[src/rtl/psl_bw_line_assembler_if.sv]
// PSL buffer-write beat bus plus the assembled-line valid/ready stream.
// The slave modport is the assembler and the master modport is the PSL side together with
// the line consumer.
interface psl_bw_line_assembler_if;
   logic          ha_bwvalid;
   logic [0:7]    ha_bwtag;
   logic          ha_bwtagpar;
   logic [0:5]    ha_bwad;
   logic [0:511]  ha_bwdata;
   logic [0:7]    ha_bwpar;

   logic          line_valid;
   logic          line_ready;
   logic [0:7]    line_tag;
   logic [0:1023] line_data;
   logic [0:15]   line_par;

   modport master (
      output ha_bwvalid, ha_bwtag, ha_bwtagpar, ha_bwad, ha_bwdata, ha_bwpar, line_ready,
      input  line_valid, line_tag, line_data, line_par
   );

   modport slave (
      input  ha_bwvalid, ha_bwtag, ha_bwtagpar, ha_bwad, ha_bwdata, ha_bwpar, line_ready,
      output line_valid, line_tag, line_data, line_par
   );
endinterface

[src/rtl/psl_bw_line_assembler.sv]
// PSL buffer-write line assembler. It pairs 512-bit half-line beats into 1024-bit lines,
// queues the completed lines in a DEPTH-entry FIFO and flags ordering, tag, tag-parity and
// overflow errors in sticky registers.
// Optional macro PSL_BW_DATAPAR_CHECK_EN enables the per-beat data parity check (err_datapar).
module psl_bw_line_assembler #(
   parameter int unsigned DEPTH = 4,
   parameter int unsigned CNT_W = 3
) (
   input  logic                          ha_pclock,
   input  logic                          ha_preset_n,
   psl_bw_line_assembler_if.slave        bw,
   input  logic                          err_clr,
   output logic [CNT_W-1:0]              line_count,
   output logic                          err_seq,
   output logic                          err_tag,
   output logic                          err_tagpar,
   output logic                          err_ovf,
   output logic                          err_datapar
);
   localparam int unsigned PtrW = (DEPTH > 1) ? $clog2(DEPTH) : 1;
   localparam logic [CNT_W-1:0] FullCnt = CNT_W'(DEPTH);

   typedef enum logic [0:0] {StIdle, StHalf1} state_e;

   state_e         state_q;
   logic [0:7]     hold_tag_q;
   logic [0:511]   hold_data_q;
   logic [0:7]     hold_par_q;

   logic [0:7]     mem_tag_q  [DEPTH];
   logic [0:1023]  mem_data_q [DEPTH];
   logic [0:15]    mem_par_q  [DEPTH];
   logic [PtrW-1:0] wr_ptr_q, rd_ptr_q;
   logic [CNT_W-1:0] count_q, count_d;

   logic err_seq_q, err_tag_q, err_tagpar_q, err_ovf_q;
   logic beat_half1, tagpar_bad, seq_bad, line_done, tag_bad;
   logic full, pop, push, ovf;

   // Only bit 5 of the half-line address selects the half.
   logic [4:0] unused_ad;
   assign unused_ad = bw.ha_bwad[0:4];

   // Beat classification, FIFO handshake and error events for this cycle.
   always_comb begin
      beat_half1 = bw.ha_bwad[5];
      tagpar_bad = bw.ha_bwvalid && ((~^bw.ha_bwtag) != bw.ha_bwtagpar);
      seq_bad    = bw.ha_bwvalid && (((state_q == StIdle) && beat_half1) ||
                                     ((state_q == StHalf1) && !beat_half1));
      line_done  = bw.ha_bwvalid && (state_q == StHalf1) && beat_half1;
      tag_bad    = line_done && (bw.ha_bwtag != hold_tag_q);
      full       = (count_q == FullCnt);
      pop        = (count_q != '0) && bw.line_ready;
      // A pop frees the slot, so a full FIFO still accepts a line in the same cycle.
      push       = line_done && (!full || pop);
      ovf        = line_done && full && !pop;
   end

   // Half-ordering FSM. A half-0 beat always (re)starts a line and a half-1 beat always
   // returns to idle, whether it completed a line or was dropped as out of order.
   always_ff @(posedge ha_pclock) begin
      if (!ha_preset_n) begin
         state_q <= StIdle;
      end else if (bw.ha_bwvalid) begin
         case (state_q)
            StIdle:  if (!beat_half1) state_q <= StHalf1;
            StHalf1: if (beat_half1)  state_q <= StIdle;
            default: state_q <= StIdle;
         endcase
      end
   end

   // Half-0 holding register. A repeated half-0 beat overwrites the stale half.
   always_ff @(posedge ha_pclock) begin
      if (bw.ha_bwvalid && !beat_half1) begin
         hold_tag_q  <= bw.ha_bwtag;
         hold_data_q <= bw.ha_bwdata;
         hold_par_q  <= bw.ha_bwpar;
      end
   end

   // FIFO storage. A completed line keeps the half-0 tag.
   always_ff @(posedge ha_pclock) begin
      if (push) begin
         mem_tag_q[wr_ptr_q]  <= hold_tag_q;
         mem_data_q[wr_ptr_q] <= {hold_data_q, bw.ha_bwdata};
         mem_par_q[wr_ptr_q]  <= {hold_par_q, bw.ha_bwpar};
      end
   end

   // Occupancy next state.
   always_comb begin
      count_d = count_q;
      case ({push, pop})
         2'b10:   count_d = count_q + CNT_W'(1);
         2'b01:   count_d = count_q - CNT_W'(1);
         default: count_d = count_q;
      endcase
   end

   // FIFO pointers and occupancy. DEPTH is a power of two, so the pointers wrap naturally.
   always_ff @(posedge ha_pclock) begin
      if (!ha_preset_n) begin
         wr_ptr_q <= '0;
         rd_ptr_q <= '0;
         count_q  <= '0;
      end else begin
         if (push) wr_ptr_q <= wr_ptr_q + PtrW'(1);
         if (pop)  rd_ptr_q <= rd_ptr_q + PtrW'(1);
         count_q <= count_d;
      end
   end

   // Sticky errors. A new event wins over err_clr in the same cycle.
   always_ff @(posedge ha_pclock) begin
      if (!ha_preset_n) begin
         err_seq_q    <= 1'b0;
         err_tag_q    <= 1'b0;
         err_tagpar_q <= 1'b0;
         err_ovf_q    <= 1'b0;
      end else begin
         err_seq_q    <= (err_seq_q    && !err_clr) || seq_bad;
         err_tag_q    <= (err_tag_q    && !err_clr) || tag_bad;
         err_tagpar_q <= (err_tagpar_q && !err_clr) || tagpar_bad;
         err_ovf_q    <= (err_ovf_q    && !err_clr) || ovf;
      end
   end

`ifdef PSL_BW_DATAPAR_CHECK_EN
   logic datapar_bad;
   logic err_datapar_q;

   // Odd parity per 64-bit lane of each valid beat.
   always_comb begin
      datapar_bad = 1'b0;
      for (int i = 0; i < 8; i++) begin
         if ((~^bw.ha_bwdata[64*i +: 64]) != bw.ha_bwpar[i]) datapar_bad = 1'b1;
      end
      datapar_bad = datapar_bad && bw.ha_bwvalid;
   end

   // Sticky data parity error.
   always_ff @(posedge ha_pclock) begin
      if (!ha_preset_n) err_datapar_q <= 1'b0;
      else              err_datapar_q <= (err_datapar_q && !err_clr) || datapar_bad;
   end

   assign err_datapar = err_datapar_q;
`else
   assign err_datapar = 1'b0;
`endif

   assign bw.line_valid = (count_q != '0);
   assign bw.line_tag   = mem_tag_q[rd_ptr_q];
   assign bw.line_data  = mem_data_q[rd_ptr_q];
   assign bw.line_par   = mem_par_q[rd_ptr_q];
   assign line_count    = count_q;
   assign err_seq       = err_seq_q;
   assign err_tag       = err_tag_q;
   assign err_tagpar    = err_tagpar_q;
   assign err_ovf       = err_ovf_q;
endmodule

[src/flat_wrapper.sv]
// flat-port wrapper written by rule: the top's interface ports become plain ports
module psl_bw_line_assembler_flat 
#(
   parameter int unsigned DEPTH = 4,
   parameter int unsigned CNT_W = 3
)
  (ha_pclock, ha_preset_n, err_clr, line_count, err_seq, err_tag, err_tagpar, err_ovf, err_datapar, bw_ha_bwvalid, bw_ha_bwtag, bw_ha_bwtagpar, bw_ha_bwad, bw_ha_bwdata, bw_ha_bwpar, bw_line_ready, bw_line_valid, bw_line_tag, bw_line_data, bw_line_par);
  psl_bw_line_assembler_if bw_i ();
  input  logic ha_pclock;
  input  logic ha_preset_n;
  input  logic err_clr;
  output logic [CNT_W-1:0] line_count;
  output logic err_seq;
  output logic err_tag;
  output logic err_tagpar;
  output logic err_ovf;
  output logic err_datapar;
  input wire logic [$bits(bw_i.ha_bwvalid)-1:0] bw_ha_bwvalid;
  input wire logic [$bits(bw_i.ha_bwtag)-1:0] bw_ha_bwtag;
  input wire logic [$bits(bw_i.ha_bwtagpar)-1:0] bw_ha_bwtagpar;
  input wire logic [$bits(bw_i.ha_bwad)-1:0] bw_ha_bwad;
  input wire logic [$bits(bw_i.ha_bwdata)-1:0] bw_ha_bwdata;
  input wire logic [$bits(bw_i.ha_bwpar)-1:0] bw_ha_bwpar;
  input wire logic [$bits(bw_i.line_ready)-1:0] bw_line_ready;
  output wire logic [$bits(bw_i.line_valid)-1:0] bw_line_valid;
  output wire logic [$bits(bw_i.line_tag)-1:0] bw_line_tag;
  output wire logic [$bits(bw_i.line_data)-1:0] bw_line_data;
  output wire logic [$bits(bw_i.line_par)-1:0] bw_line_par;
  assign bw_i.ha_bwvalid = bw_ha_bwvalid;
  assign bw_i.ha_bwtag = bw_ha_bwtag;
  assign bw_i.ha_bwtagpar = bw_ha_bwtagpar;
  assign bw_i.ha_bwad = bw_ha_bwad;
  assign bw_i.ha_bwdata = bw_ha_bwdata;
  assign bw_i.ha_bwpar = bw_ha_bwpar;
  assign bw_i.line_ready = bw_line_ready;
  assign bw_line_valid = bw_i.line_valid;
  assign bw_line_tag = bw_i.line_tag;
  assign bw_line_data = bw_i.line_data;
  assign bw_line_par = bw_i.line_par;
  psl_bw_line_assembler #(.DEPTH(DEPTH), .CNT_W(CNT_W)) u_core (.ha_pclock(ha_pclock), .ha_preset_n(ha_preset_n), .bw(bw_i), .err_clr(err_clr), .line_count(line_count), .err_seq(err_seq), .err_tag(err_tag), .err_tagpar(err_tagpar), .err_ovf(err_ovf), .err_datapar(err_datapar));
endmodule
[config.mk]
export PLATFORM = sky130hd
export DESIGN_NAME = psl_bw_line_assembler_flat
export DESIGN_NICKNAME = d
export VERILOG_FILES = /design/src/rtl/psl_bw_line_assembler_if.sv /design/src/rtl/psl_bw_line_assembler.sv /design/src/flat_wrapper.sv
export SDC_FILE = /design/constraint.sdc
export NUM_CORES = 2
export LEC_CHECK = 0
export CORE_AREA = 2 2 630 632
export CTS_CLUSTER_DIAMETER = 100
export CTS_CLUSTER_SIZE = 30
export DETAILED_ROUTE_END_ITERATION = 8
export DIE_AREA = 0 0 632 634
export PLACE_DENSITY_LB_ADDON = 0.1
export RECOVER_POWER = 50
export SETUP_SLACK_MARGIN = 0.5
export SLEW_MARGIN = 20
export SYNTH_ARGS = -nofsm -noshare
export SYNTH_HDL_FRONTEND = slang
export SYNTH_MEMORY_MAX_BITS = 65536
export SYNTH_SLANG_ARGS = --single-unit
[constraint.sdc]
create_clock -name ha_pclock -period 31.1 [get_ports ha_pclock]
set_input_delay 4.665 -clock ha_pclock [delete_from_list [all_inputs] [get_ports ha_pclock]]
set_output_delay 4.665 -clock ha_pclock [all_outputs]
set_load 0.03 [all_outputs]
### Word-level counts from Yosys, hierarchy flattened

Memories as Yosys holds them, arrays and structs flattened. A register that Yosys moved wholly into a read port is not among the register bits.
Cells that the tools add are included.

| word-level totals | value |
|---|---|
| register bits | 540 |
| latch bits | 0 |
| RAM bits | 4192 |
| memory bits (read-only) | 0 |
| logic and storage cells | 63 |
| memories kept | 3 |

Memory list:

| name | depth | bits a word | rd ports | clocked after Yosys merged registers in | wr ports | line | text |
|---|---|---|---|---|---|---|---|
| u_core.mem_data_q | 4 | 1024 | 1 | 1 | 1 | psl_bw_line_assembler.sv:31 | `logic [0:1023] mem_data_q [DEPTH];` |
| u_core.mem_par_q | 4 | 16 | 1 | 1 | 1 | psl_bw_line_assembler.sv:32 | `logic [0:15] mem_par_q [DEPTH];` |
| u_core.mem_tag_q | 4 | 8 | 1 | 1 | 1 | psl_bw_line_assembler.sv:30 | `logic [0:7] mem_tag_q [DEPTH];` |

| cells by class | value |
|---|---|
| $add $sub $neg | 4 |
| multiply operators | 0 |
| div/mod/pow operators | 0 |
| magnitude comparators | 0 |
| equality and inequality tests | 5 |
| shift operators | 0 |
| muxes and demuxes | 10 |
| bitwise gates (word level) | 1 |
| reduce and logical (&&, ||, !) cells | 29 |

Operator list:

| cell | number |
|---|---|
| 1-bit logical AND | 16 |
| 2-bit two-way mux | 6 |
| 8-bit != test | 1 |
| 8-bit XNOR reduction | 1 |
| 1-bit logical OR | 6 |
| 3-bit one-hot mux with 2 select lines | 1 |
| 2-bit by 1-bit adder with 2-bit output (second input constant) | 2 |
| 1-bit zero test | 4 |
| 3-bit by 1-bit adder with 3-bit output (second input constant) | 1 |
| 3-bit == test (second input constant) | 1 |
| 1-bit two-way mux | 3 |
| 3-bit nonzero test | 1 |
| 3-bit by 1-bit subtractor with 3-bit output (second input constant) | 1 |
| 2-bit by 1-bit == test with 1-bit output (second input constant) | 1 |
| 2-bit == test (second input constant) | 1 |
| 2-bit nonzero test | 1 |
| 1-bit != test | 1 |
| 1-bit inverter | 1 |

### Longest topological paths before layout

| depth | value |
|---|---|
| depth in word-level cells | 6 |
| depth in mapped cells | 9 |
| gate-level depth less buffers | 9 |

### Worst setup path before layout

OpenSTA, ideal clock, no wires.

| path | value |
|---|---|
| path type | in2reg |
| start | in bw_ha_bwad[0] |
| end | mem u_core.mem_data_q[2][0] (netlist bit), enable pin |
| library setup time | 1.559 ns |
| arrival | 28.661 ns |
| data required time | 29.541 ns |
| setup slack | 0.880 ns |
| cell stages on the path | 3 |
| cells stage by stage | nand3_1 -> nor2_1 -> and2_1 |

| between the ends | value |
|---|---|
| cells in the longest elaborated chain, start to end | 4 |

RTL lines:

| item | line | text |
|---|---|---|
| start: declaration | flat_wrapper.sv:21 | `input wire logic [$bits(bw_i.ha_bwad)-1:0] bw_ha_bwad;` |
| 1-bit logical AND | psl_bw_line_assembler.sv:50 | `line_done = bw.ha_bwvalid && (state_q == StHalf1) && beat_half1;` |
| 1-bit logical AND | psl_bw_line_assembler.sv:55 | `push = line_done && (!full \|\| pop);` |
| 1-bit two-way mux | psl_bw_line_assembler.sv:84 | `if (push) begin` |
| 1-bit two-way mux (not written as such) | psl_bw_line_assembler.sv:86 | `mem_data_q[wr_ptr_q] <= {hold_data_q, bw.ha_bwdata};` |
| end: declaration | psl_bw_line_assembler.sv:31 |  |

No other way between the ends.

### Final worst setup path

| path | value |
|---|---|
| start | in bw_ha_bwvalid |
| end | reg u_core.hold_data_q[50] (netlist bit), enable pin |

| between the ends | value |
|---|---|
| cells in the longest elaborated chain, start to end | 1 |

RTL lines:

| item | line | text |
|---|---|---|
| start: declaration | flat_wrapper.sv:18 | `input wire logic [$bits(bw_i.ha_bwvalid)-1:0] bw_ha_bwvalid;` |
| 1-bit logical AND | psl_bw_line_assembler.sv:75 | `if (bw.ha_bwvalid && !beat_half1) begin` |
| end signal: assignment | psl_bw_line_assembler.sv:77 | `hold_data_q <= bw.ha_bwdata;` |
| end: declaration | psl_bw_line_assembler.sv:27 | `logic [0:511] hold_data_q;` |

No other way between the ends.
A chain may end at the register's enable or synchronous reset.

==> run summary <==
The flow ran to the end, but the final reports show violations. The final reports fail on capacitance limit, slew limit. After global routing the overflow that remains totals 0. The number of distinct library cells after synthesis is 34. The number of vias after detailed routing is 70380. The cell count after synthesis came out at 6092. The data required time at the worst endpoint came out at 31400 ps.

The count of pins over their slew limit came to 668. At the worst endpoint, the arrival time is 14510 ps. The leakage power total came out at 57.9 nW. Across the VDD grid, the largest voltage drop is 0.0456 mV. The maximum fanout encountered on the critical timing path is 104. The final critical path time including I/O delays and setup came out at 14210 ps. The all-layer global routing usage came out at 20.0%. The number of antenna violations at the first check in global routing came out at 271. The number of instances in the placed design is 12807. After detailed routing, the number of remaining DRC violations is 0. The number of buffers added on ports came out at 1590. The total core area is 394000 µm².

Once layout is complete, the cells apart from fillers number 13115. The critical path class is in2reg. The estimated wirelength of the detail-placed design is 264 mm. The chip width is 632 µm.

At the end of routability-driven placement, the weighted congestion stood at 0.787. The register area share after synthesis is 84.6%. The number of maximum-capacitance violations came out at 11. For this design the top-level I/O count stands at 1597. The synthesized area came out at 168000 µm². The wire length of the first global-routing pass is 567 mm. Using the TritonRoute via totals, the vias-per-cell ratio works out to 5.37.

TritonCTS built the clock tree. The root buffer selected by CTS is sky130_fd_sc_hd__clkbuf_16. The final cycle utilization of the critical path came out at 45.7%.

The most used cell along the critical path is sky130_fd_sc_hd__clkbuf_1. The path class of the tightest hold or removal check is reg2reg. The fraction of layout instances using a drive strength above 1 came out at 17.7%. Clock-pin slew was measured on the worst setup and hold paths at 110 ps.

The via count of the first global-routing pass is 72400. The number of synthesized register bits came out at 4734. The count of routing violations after the opening detailed-route iteration came out at 5572. The number of buffers created by CTS came out at 187.

The final count of hold timing violations came to 0. The critical path launch point type is an input pin. The count of nets left with antenna violations once routing finished came out at 0. On the final layout, the worst clock skew is 55.6 ps.

The power density over cell area came out at 57.8 nW/µm². After clock tree synthesis, the repair step resized 0 gates. STA classifies the critical path endpoint as a flop.

The maximum single-stage delay on the critical path is 5680 ps. The mean instance size in the synthesized netlist is 27.5 µm². The critical path goes through dlygate4sd3_1 > nor2b_1 > clkbuf_1 > clkbuf_1. The initial core utilization is 42.6%. The slowest stage of the critical path is the sky130_fd_sc_hd__clkbuf_1 cell. The tree built by TritonCTS fans out to 4734 sinks.

The clock latency reported for the late side of the worst-skew pair came out at 920 ps. The top achievable clock speed came out at 0.0704 GHz. The hold slack came out at 476 ps. The net count after synthesis came out at 6638. For this run, the number of Yosys warnings is 0.

The overall die height came out at 634 µm. The number of synthesized flops with an enable pin is 4720. The maximum number of buffers from clock root to sink came out at 4.

At the pin with the least slew margin, the transition time is 8170 ps. The prevailing post-synth register cell is sky130_fd_sc_hd__edfxtp_1. In the final timing run, aggregate negative setup slack is 0 ps. The post-synthesis async set-or-reset flop share is 0%. On the critical path the largest part of the delay comes from buffers and inverters. The routed length per instance came out at 31.3 µm. The floorplan has 231 rows.

The first TritonRoute pass finished after 7 iterations. The setup-violating endpoint count in the final report came out at 0. The level count of the clock H-tree is 4. The largest net degree at the start of global routing is 141.

Setup repair after global routing left no endpoint under its margin. The critical path contains buffers and inverters numbering 3 combined. After detailed routing, the total wire length is 410 mm. The die covers 401000 µm².

The buffer count from post-CTS setup fixing came out at 0. Headroom to the max-slew limit came out at -445%. The final net count is 8301. The quantity of hold-fixing buffers added after cts came out at 0.

The area added between synthesis and finish is 16.3%.
[metal layers]
| layer | share of wire, % | routed length, µm | global-route usage (%) | vias to the layer above |
|---|---|---|---|---|
| met3 | 8.4 | 34500 | 6.37 | 776 |
| li1 | - | - | - | 29534 |
| met1 | 37 | 150000 | 23.9 | 38007 |
| met4 | 4.5 | 18400 | 7.67 | 102 |
| met2 | 50 | 206000 | 33.9 | 1961 |
| met5 | 0.16 | 644 | 0 | - |
[final timing paths]
check	slack [ps]	endpoint	depth (start not counted)	start
worst max-delay path	16890	u_core.hold_data_q[50]	4	bw_ha_bwvalid
worst min-delay path	480	u_core.mem_data_q[2][849]	0	u_core.hold_data_q[174]
worst max register to register	21290	u_core.mem_data_q[3][550]	5	u_core.line_count[0]
worst min register to register	480	u_core.mem_data_q[2][849]	0	u_core.hold_data_q[174]
[state kept, by name (all words and copies together) (netlist names), 2 cells and up, named ones only]
signal / flops
u_core.rd_ptr_q: 2
u_core.hold_data_q: 512
u_core.mem_tag_q: 32
u_core.hold_par_q: 8
u_core.hold_tag_q: 8
u_core.mem_par_q: 64
u_core.mem_data_q: 4096
u_core.wr_ptr_q: 2
u_core.line_count: 3
[cell usage in the layout, fill, tap and decap left out, types with 3 or more instances in the layout]
master	n
sky130_fd_sc_hd__buf_4	99
sky130_fd_sc_hd__xor2_1	13
sky130_fd_sc_hd__clkinv_16	5
sky130_fd_sc_hd__dlygate4sd3_1	531
sky130_fd_sc_hd__and2_0	10
sky130_fd_sc_hd__clkbuf_16	190
sky130_fd_sc_hd__xnor2_1	6
sky130_fd_sc_hd__inv_1	6
sky130_fd_sc_hd__ha_1	5
sky130_fd_sc_hd__clkinv_1	4
sky130_fd_sc_hd__dfxtp_1	12
sky130_fd_sc_hd__inv_6	5
sky130_fd_sc_hd__inv_16	5
sky130_fd_sc_hd__bufinv_16	3
sky130_fd_sc_hd__edfxtp_1	4720
sky130_fd_sc_hd__nand2_1	3
sky130_fd_sc_hd__diode_2	70
sky130_fd_sc_hd__clkinv_2	3
sky130_fd_sc_hd__nor2b_1	5
sky130_fd_sc_hd__buf_12	11
sky130_fd_sc_hd__clkbuf_1	24
sky130_fd_sc_hd__clkdlybuf4s50_1	1059
sky130_fd_sc_hd__mux4_2	1048
[logic make-up (layout without fill, tap and decap cells)]
group                      after synthesis  after routing  synth area share, %
xor gates and xnor gates                20             20                0.113
adders and majority gates                6              6               0.0492
muxes                                 1049           1049                 14.1
AOI/OAI and AO/OA                       10             10               0.0410
other                                    1             71              0.00223
and+or+nand+nor                         30             30                0.108
buffers and inverters                  242           1953                 1.00
DFF                                   4734           4734                 84.6
[stage by stage]
step           power (mW)  cell area [µm²]  setup WS (ps)  util [%]
2_1_floorplan        7.98           168000            880         -
3_5_place_dp         8.43           190000          19160      48.1
5_1_grt              11.6           195000          16200      49.5
4_1_cts              11.4           195000          19240      49.5
3_3_place_gp         8.42           190000          19070      48.1
6_report             11.3           195000          16890      49.5
[area by class of cell]
type	count	area (µm²)
clock inverter	31	484
fill	31237	199000
clock buffer	206	4810
inverter	6	22.5
tap	5242	6560
antenna	70	175
multi-input combinational	1116	24100
timing repair buffer	1710	16900
sequential	4734	142000
[power by group]
part	internal, mW	total, mW	switching, mW
Clock	1.16	3.03	1.87
Combinational	0.444	1.08	0.635
Sequential	7.11	7.17	0.0523
Total	8.72	11.3	2.56
[synth_stat cells (all sizes together) (2+ instances only)]
cell / number / share of area [%]
xor2: 13 / 0.068
o21ai: 2 / 0.0060
a21oi: 2 / 0.0060
and2: 10 / 0.037
buf: 225 / 0.96
nand2: 3 / 0.0067
ha: 5 / 0.037
nand2b: 2 / 0.0075
nor4: 2 / 0.0075
a21boi: 2 / 0.0089
inv: 6 / 0.013
dfxtp: 14 / 0.17
clkbuf: 11 / 0.025
or3: 2 / 0.0075
nand3b: 2 / 0.0089
mux4: 1048 / 14
nor2b: 5 / 0.019
edfxtp: 4720 / 84
xnor2: 6 / 0.031
(Power assumes the default switching activity.)
